$ cat src/rtl/mips_mem_pkg.sv
// Shared types and defaults for the instruction/data memory bus arbiter.
package mips_mem_pkg;

   localparam int unsigned DEFAULT_DATA_W = 32;

   typedef enum logic [1:0] {
      IDLE,
      IBUSY,
      DBUSY
   } arbStateT;

   typedef enum logic {
      GNT_I,
      GNT_D
   } gntT;

endpackage

$ cat src/rtl/mem_wait_timer.sv
// Bus wait counter: counts BUSY cycles without an ack and flags the cycle that
// would exhaust the MAX_WAIT allowance.
module mem_wait_timer #(
   parameter int unsigned MAX_WAIT = 255
) (
   input  logic clk,
   input  logic reset,
   input  logic clr,
   input  logic en,
   output logic tc
);

   // tc is raised while the count sits one below MAX_WAIT, so the enabled
   // cycle that would take it to MAX_WAIT is the one that aborts.
   localparam logic [7:0] TC_VAL = 8'(MAX_WAIT - 1);

   logic [7:0] count;

   always_ff @(posedge clk or negedge reset) begin
      if (!reset) begin
         count <= '0;
      end else if (clr) begin
         count <= '0;
      end else if (en) begin
         count <= count + 8'd1;
      end
   end

   assign tc = (count == TC_VAL);

endmodule

$ cat src/rtl/mem_arbiter.sv
// Round-robin arbiter sharing one variable-latency memory bus between the
// fetch port and the data-memory port; all outputs are registered.
module mem_arbiter
   import mips_mem_pkg::*;
#(
   parameter int unsigned DATA_W   = DEFAULT_DATA_W,
   parameter int unsigned MAX_WAIT = 255
) (
   input  logic              clk,
   input  logic              reset,
   input  logic              IReqF,
   input  logic [DATA_W-1:0] IAddrF,
   output logic [DATA_W-1:0] IRdataF,
   output logic              IReadyF,
   input  logic              DReqM,
   input  logic              DWeM,
   input  logic [DATA_W-1:0] DAddrM,
   input  logic [DATA_W-1:0] DWdataM,
   output logic [DATA_W-1:0] DRdataM,
   output logic              DReadyM,
   output logic              MemReq,
   output logic              MemWe,
   output logic [DATA_W-1:0] MemAddr,
   output logic [DATA_W-1:0] MemWdata,
   input  logic [DATA_W-1:0] MemRdata,
   input  logic              MemAck,
   output logic              BusErr
);

   arbStateT          state, stateNext;
   gntT               lastGnt, lastGntNext;
   logic              memReqNext, memWeNext;
   logic [DATA_W-1:0] memAddrNext, memWdataNext;
   logic [DATA_W-1:0] iRdataNext, dRdataNext;
   logic              iReadyNext, dReadyNext, busErrNext;
   logic              grantD, grantI;
   logic              timerClr, timerEn, timerTc;

   mem_wait_timer #(
      .MAX_WAIT(MAX_WAIT)
   ) uTimer (
      .clk  (clk),
      .reset(reset),
      .clr  (timerClr),
      .en   (timerEn),
      .tc   (timerTc)
   );

   always_ff @(posedge clk or negedge reset) begin
      if (!reset) begin
         state    <= IDLE;
         lastGnt  <= GNT_I;
         MemReq   <= 1'b0;
         MemWe    <= 1'b0;
         MemAddr  <= '0;
         MemWdata <= '0;
         IRdataF  <= '0;
         DRdataM  <= '0;
         IReadyF  <= 1'b0;
         DReadyM  <= 1'b0;
         BusErr   <= 1'b0;
      end else begin
         state    <= stateNext;
         lastGnt  <= lastGntNext;
         MemReq   <= memReqNext;
         MemWe    <= memWeNext;
         MemAddr  <= memAddrNext;
         MemWdata <= memWdataNext;
         IRdataF  <= iRdataNext;
         DRdataM  <= dRdataNext;
         IReadyF  <= iReadyNext;
         DReadyM  <= dReadyNext;
         BusErr   <= busErrNext;
      end
   end

   always_comb begin
      stateNext    = state;
      lastGntNext  = lastGnt;
      memReqNext   = MemReq;
      memWeNext    = MemWe;
      memAddrNext  = MemAddr;
      memWdataNext = MemWdata;
      iRdataNext   = IRdataF;
      dRdataNext   = DRdataM;
      iReadyNext   = 1'b0;
      dReadyNext   = 1'b0;
      busErrNext   = 1'b0;
      timerClr     = 1'b0;
      timerEn      = 1'b0;
      // D wins when alone, or on contention when I was granted last.
      grantD       = DReqM && (!IReqF || (lastGnt == GNT_I));
      grantI       = IReqF && !grantD;

      case (state)
         IDLE: begin
            if (grantD) begin
               stateNext    = DBUSY;
               lastGntNext  = GNT_D;
               memReqNext   = 1'b1;
               memWeNext    = DWeM;
               memAddrNext  = DAddrM;
               memWdataNext = DWdataM;
               timerClr     = 1'b1;
            end else if (grantI) begin
               stateNext   = IBUSY;
               lastGntNext = GNT_I;
               memReqNext  = 1'b1;
               memWeNext   = 1'b0;
               memAddrNext = IAddrF;
               timerClr    = 1'b1;
            end
         end

         IBUSY, DBUSY: begin
            if (MemAck || timerTc) begin
               stateNext  = IDLE;
               memReqNext = 1'b0;
               memWeNext  = 1'b0;
               busErrNext = !MemAck;
               if (state == IBUSY) begin
                  iReadyNext = 1'b1;
                  iRdataNext = MemAck ? MemRdata : '0;
               end else begin
                  dReadyNext = 1'b1;
                  if (!MemAck) begin
                     dRdataNext = '0;
                  end else if (!MemWe) begin
                     dRdataNext = MemRdata;
                  end
               end
            end else begin
               timerEn = 1'b1;
            end
         end

         default: begin
            stateNext  = IDLE;
            memReqNext = 1'b0;
            memWeNext  = 1'b0;
         end
      endcase
   end

endmodule

$ cat config.mk
export PLATFORM = sky130hd
export DESIGN_NAME = mem_arbiter
export DESIGN_NICKNAME = d
export VERILOG_FILES = /design/src/rtl/mips_mem_pkg.sv /design/src/rtl/mem_wait_timer.sv /design/src/rtl/mem_arbiter.sv
export SDC_FILE = /design/constraint.sdc
export NUM_CORES = 1
export LEC_CHECK = 0
export CAP_MARGIN = 20
export CORE_MARGIN = 2
export CORE_UTILIZATION = 43
export CTS_CLUSTER_DIAMETER = 150
export DETAILED_ROUTE_END_ITERATION = 8
export PLACE_DENSITY = 0.81
export SLEW_MARGIN = 25
export SYNTH_ARGS = -nofsm -noshare
export SYNTH_HDL_FRONTEND = slang
export SYNTH_SLANG_ARGS = --single-unit
$ cat constraint.sdc
create_clock -name clk -period 2.25 [get_ports clk]
set_input_delay 0.225 -clock clk [delete_from_list [all_inputs] [get_ports clk]]
set_output_delay 0.225 -clock clk [all_outputs]
set_load 0.01 [all_outputs]
* After elaboration in Yosys (flattened, before gate mapping)
Cells that the tools add are included.
Storage, ports and cells: flip-flop bits (word level) 144, bits of input ports 134, output and inout bits 133, word-level logic and storage cells 69
Cells by class: $add $sub $neg 1, equality and inequality tests 6, muxes and demuxes 32, bitwise operators 2, reduce and logical (&&, ||, !) cells 16
Operator list (count):
- $mux 32 | 5
- $mux 1 | 19
- $mux 8 | 2
- $add 8x1->8 const B | 1
- $eq 8x8->1 const B | 1
- $mux 2 | 3
- $reduce_and 2->1 | 3
- $ne 2x2->1 const B | 2
- $pmux 1 s2 | 2
- $pmux 2 s2 | 1
- $reduce_and 4->1 | 1
- $reduce_bool 2->1 | 2
- $logic_not 1->1 | 3
- $ne 3x3->1 const B | 1
- $reduce_and 3->1 | 1
- $eq 2x1->1 const B | 1
- $eq 2x2->1 const B | 1
- $logic_and 1x1->1 | 2
- $logic_not 2->1 | 1
- $logic_or 1x1->1 | 2
- $not 1->1 | 2
- $reduce_or 2->1 | 1

* Logic depth before layout (Yosys ltp)
depth in word-level cells 9, mapped depth 7, gate-level depth less buffers 5

* By module
A second synthesis with hierarchy kept.
Unflattened totals: cell total of the unflattened synthesis 531, area total of the unflattened synthesis 6083.3 sq um
By module, submodules not included:
- mem_arbiter | instances 1, cells each 490, area an instance 5672.9 sq um, seq. area each 3403.3 sq um
- mem_wait_timer | instances 1, cells each 41, area an instance 410.4 sq um, seq. area each 200.2 sq um

* Worst setup path after synthesis
No wires, ideal clock.
kind reg-to-reg, start point register uTimer.count[0], end point register DRdataM[0], library setup time 0.126 ns, data arrival time 1.597 ns, data required time 2.124 ns, setup slack 0.527 ns, stages on the path, launching flop included 8, buffers on the path 2, clock period less this slack 1.723 ns, cells stage by stage dfrtp_1 -> inv_1 -> ha_1 -> and3_1 -> buf_2 -> a31oi_4 -> buf_6 -> a221o_1
On the way: word-level cells in the longest chain between the ends 3
Ends and longest elaborated chain:
- start, declared | line mem_wait_timer.sv:17 | logic [7:0] count;
- start signal, assigned | line mem_wait_timer.sv:25 | count <= count + 8'd1;
- $eq 8x8->1 | line mem_wait_timer.sv:29 | assign tc = (count == TC_VAL);
- $logic_or 1x1->1 | line mem_arbiter.sv:116 | if (MemAck || timerTc) begin
- $reduce_and 4->1 (no line)
- end signal, assigned | line mem_arbiter.sv:70 | DRdataM <= dRdataNext;
- end, declared | line mem_arbiter.sv:19 | output logic [DATA_W-1:0] DRdataM,
Every way passes these cells. A chain may end at the register's enable or synchronous reset.

* Worst setup path after layout
start point register uTimer.count[0], end point register DRdataM[22]
Same word-level chain as after synthesis.

==> reports/summary.log <==
[run_status] run status complete, no violations
[critical_path] cell at the slowest stage of the critical path dfrtp_1
[placed_design] final weighted congestion in routability-driven placement 0.827
[die] count of standard-cell rows 44
[cts] number of clock buffers inserted by TritonCTS 17
[route] number of detailed-routing iterations run before antenna repair 4
[die] IO Pins 267
[critical_path] crit-path leading delay family compound AO/OA/AOI/OAI gates
[final_layout] Layout Area Growth over Synthesis 56.9%
[route] post-route DRC violation count 0
[global_routing] antenna violations before repair 0
[route] average routed wire per standard cell 18.9 um
[route] Starting DRT DRC Count 374
[final_layout] post-layout utilization of the core 0.688
[timing] share of the clock period used by the worst path 0.860
[timing] hold slack 0.390 ns
[critical_path] data arrival at the endpoint of the critical path 2.24 ns
[final_layout] share of post-route cells with drive strength above 1 0.105
[synth] Synth Area per Inst 12.3 um2
[critical_path] origin of the critical flop-to-flop path uTimer.count[0]
[critical_path] data required time of the critical path 2.55 ns
[cts] Max H-tree Level 4
[route] post-route antenna net violation count 0
[cts] clk sinks 144
[placed_design] post-placement cell area 9270 um2
[placed_design] Final HPWL DP 13.3 mm
[critical_path] type of element capturing the critical path register
[cts] TritonCTS clock tree built
[cts] Clock Latency Late Sink 0.43 ns
[cts] number of buffers between clock root and the deepest sink 2
[worst_hold_path] hold wc startpoint DWdataM[28]
[timing] worst relative slew slack 0.509
[synth] synthesized flop and latch total 144
[cts] post-cts sizing count 0
[synth] leading register cell type out of synthesis dfrtp_1
[cts] clock transition at the registers of the reported paths 0.06 ns
[die] starting density of the core 0.438
[critical_path] cell chain of the critical path inv_1, ha_1, and3_1, a31oi_4, buf_4, a221o_1
[critical_path] startpoint kind of the worst setup timing path register
[timing] time the worst path needs with I/O delays and setup 1.94 ns
[worst_hold_path] Hold Path Stages 2
[timing] Final WS setup 0.315 ns
[timing] slew of the pin with the lowest slew margin 0.736 ns
[die] Die ar. 15,700 um2
[placed_design] post-placement setup slack 0.263 ns
[final_layout] number of antenna repair diodes 0
[timing] Total Negative Setup Slacks 0 ns
[flow_run] number of maximum-capacitance constraint violations 0
[critical_path] delay contributed by the slowest stage of the critical path 0.47 ns
[critical_path] reg-to-reg endpoint DRdataM[22]
[final_layout] final std cell area, no fill 9960 um2
[synth] number of distinct library cells after synthesis 47
[power] leakage 4.11 nW
[synth] sequential share of the synthesized area 0.568
[die] Core Region 14,500 um2
[timing] unrepaired setup endpoints after global routing no
[cts] number of post-CTS setup repair buffers 0
[power] Peak VDD IR 0.673 mV
[critical_path] category of the most critical setup path reg2reg
[placed_design] Port Buffers 266
[synth] Cells after Synth 516
[worst_hold_path] Tightest Hold Check Type in2reg
[placed_design] placed cell count 948
[worst_hold_path] end of the worst hold path MemWdata[28]
[synth] cell area after synthesis 6350 um2
[global_routing] via count of the first global-routing pass 5,638
[global_routing] overflow left after global routing 0
[route] Via Count 5,370
[critical_path] logic depth of the worst register-to-register path 6
[cts] hold buffers post-CTS 1
[power] PwrDens 1410 nW/um2
[synth] number of warnings issued by yosys 0
[timing] Hold Fails Final Rpt 0
[die] vertical die dimension 125 um
[critical_path] worst path bufs/invs 2
[global_routing] overall track demand over capacity in global routing 0.239
[timing] maximum clock frequency 517 MHz
[timing] final number of setup-violating endpoints 0
[synth] syn_nets 654
[global_routing] pin count of the biggest net entering global routing 82
[die] die width 125 um
[cts] root cell of the clock tree clkbuf_16
[timing] final max-slew violation count 0
[global_routing] first-pass GRT wire length 29.7 mm
[critical_path] maximum fanout along the worst path 32
[synth] Post-synth ARST share 1.00
[synth] number of enable-type register cells in the synthesized netlist 0
[final_layout] Final Instance Count excl. Fillers 981
[timing] final setup skew 0.00599 ns
[route] total wire length after detailed routing 18.6 mm
[power] Overall Power 14.0 mW
[final_layout] net total in the final layout 922
[critical_path] reg-to-reg setup timing slack 0.31 ns
[route] vias per cell 5.47
cell type report:
type                            count  area, um2
Clock buffer                       19        443
Clock inverter                     13        233
Fill cell                        1045       4520
Inverter                            5       18.8
Multi-Input combinational cell    331       2560
Sequential cell                   144       3600
Tap cell                          184        230
Timing Repair Buffer              285       2870
flip-flops by register name, indices dropped and copies added (netlist names), 2 cells and up:
| name | flops |
|---|---|
| DRdataM | 32 |
| MemAddr | 32 |
| state | 2 |
| MemWdata | 32 |
| uTimer.count | 8 |
| IRdataF | 32 |
worst max-delay path by stage:
| stage | depth (start not counted) | from | to | slack, ns |
|---|---|---|---|---|
| floorplan | 7 | uTimer.count[0] | DRdataM[0] | 0.53 |
| global placement | 5 | DReqM | MemAddr[13] | 0.32 |
| detailed placement | 5 | DReqM | MemAddr[13] | 0.26 |
| CTS | 6 | uTimer.count[0] | DRdataM[22] | 0.31 |
| global route | 6 | uTimer.count[0] | DRdataM[22] | 0.21 |
| finish | 6 | uTimer.count[0] | DRdataM[22] | 0.31 |
worst reg2reg max path: stages, from the launching register on:
cell and delay, ns:
dfrtp_1 0.47, inv_1 0.14, ha_1 0.20, and3_1 0.24, a31oi_4 0.10, buf_4 0.27
a221o_1 0.41
power by group:
group	switching [mW]	total [mW]	internal [mW]
combinational	2.65	6.27	3.62
clock	1.11	3.23	2.11
sequential	0.783	4.50	3.72
cell usage after synthesis (6+ instances only):
master	n	share of area
buf_2	13	0.010
and2_1	32	0.032
a22o_1	32	0.044
a221o_1	32	0.050
a211oi_1	6	0.0071
a21o_1	32	0.038
mux2_2	28	0.050
clkbuf_1	15	0.0089
dfrtp_1	144	0.57
nand2_1	41	0.024
o21ai_0	33	0.026
mux2i_1	34	0.054
logic make-up after synthesis:
family / Yosys count / synth area share
buffers and inverters: 41 / 0.0339
and+or+nand+nor: 104 / 0.0856
DFF: 144 / 0.568
muxes: 66 / 0.110
adders and majority gates: 4 / 0.00789
AOI/OAI and AO/OA: 157 / 0.194
routing by layer:
| layer | wire length (um) | GRT usage | vias up |
|---|---|---|---|
| li1 | - | - | 2449 |
| met1 | 7200 | 0.281 | 2594 |
| met2 | 9090 | 0.403 | 278 |
| met3 | 1580 | 0.0693 | 49 |
| met4 | 711 | 0.115 | 0 |
| met5 | 0 | 0 | - |
cell usage in the layout, fill, tap and decap left out, types with 5 or more instances in the layout:
master,n
nand2_1,41
buf_4,13
nor2_1,5
mux2i_1,34
a22o_1,32
clkdlybuf4s50_1,265
and2_1,32
inv_1,5
clkbuf_16,17
dfrtp_1,144
mux2_2,28
a211oi_1,6
a221o_1,32
bufinv_16,6
buf_12,5
o21ai_0,33
a21o_1,32
Note: power is estimated with default switching activity, not from simulation.
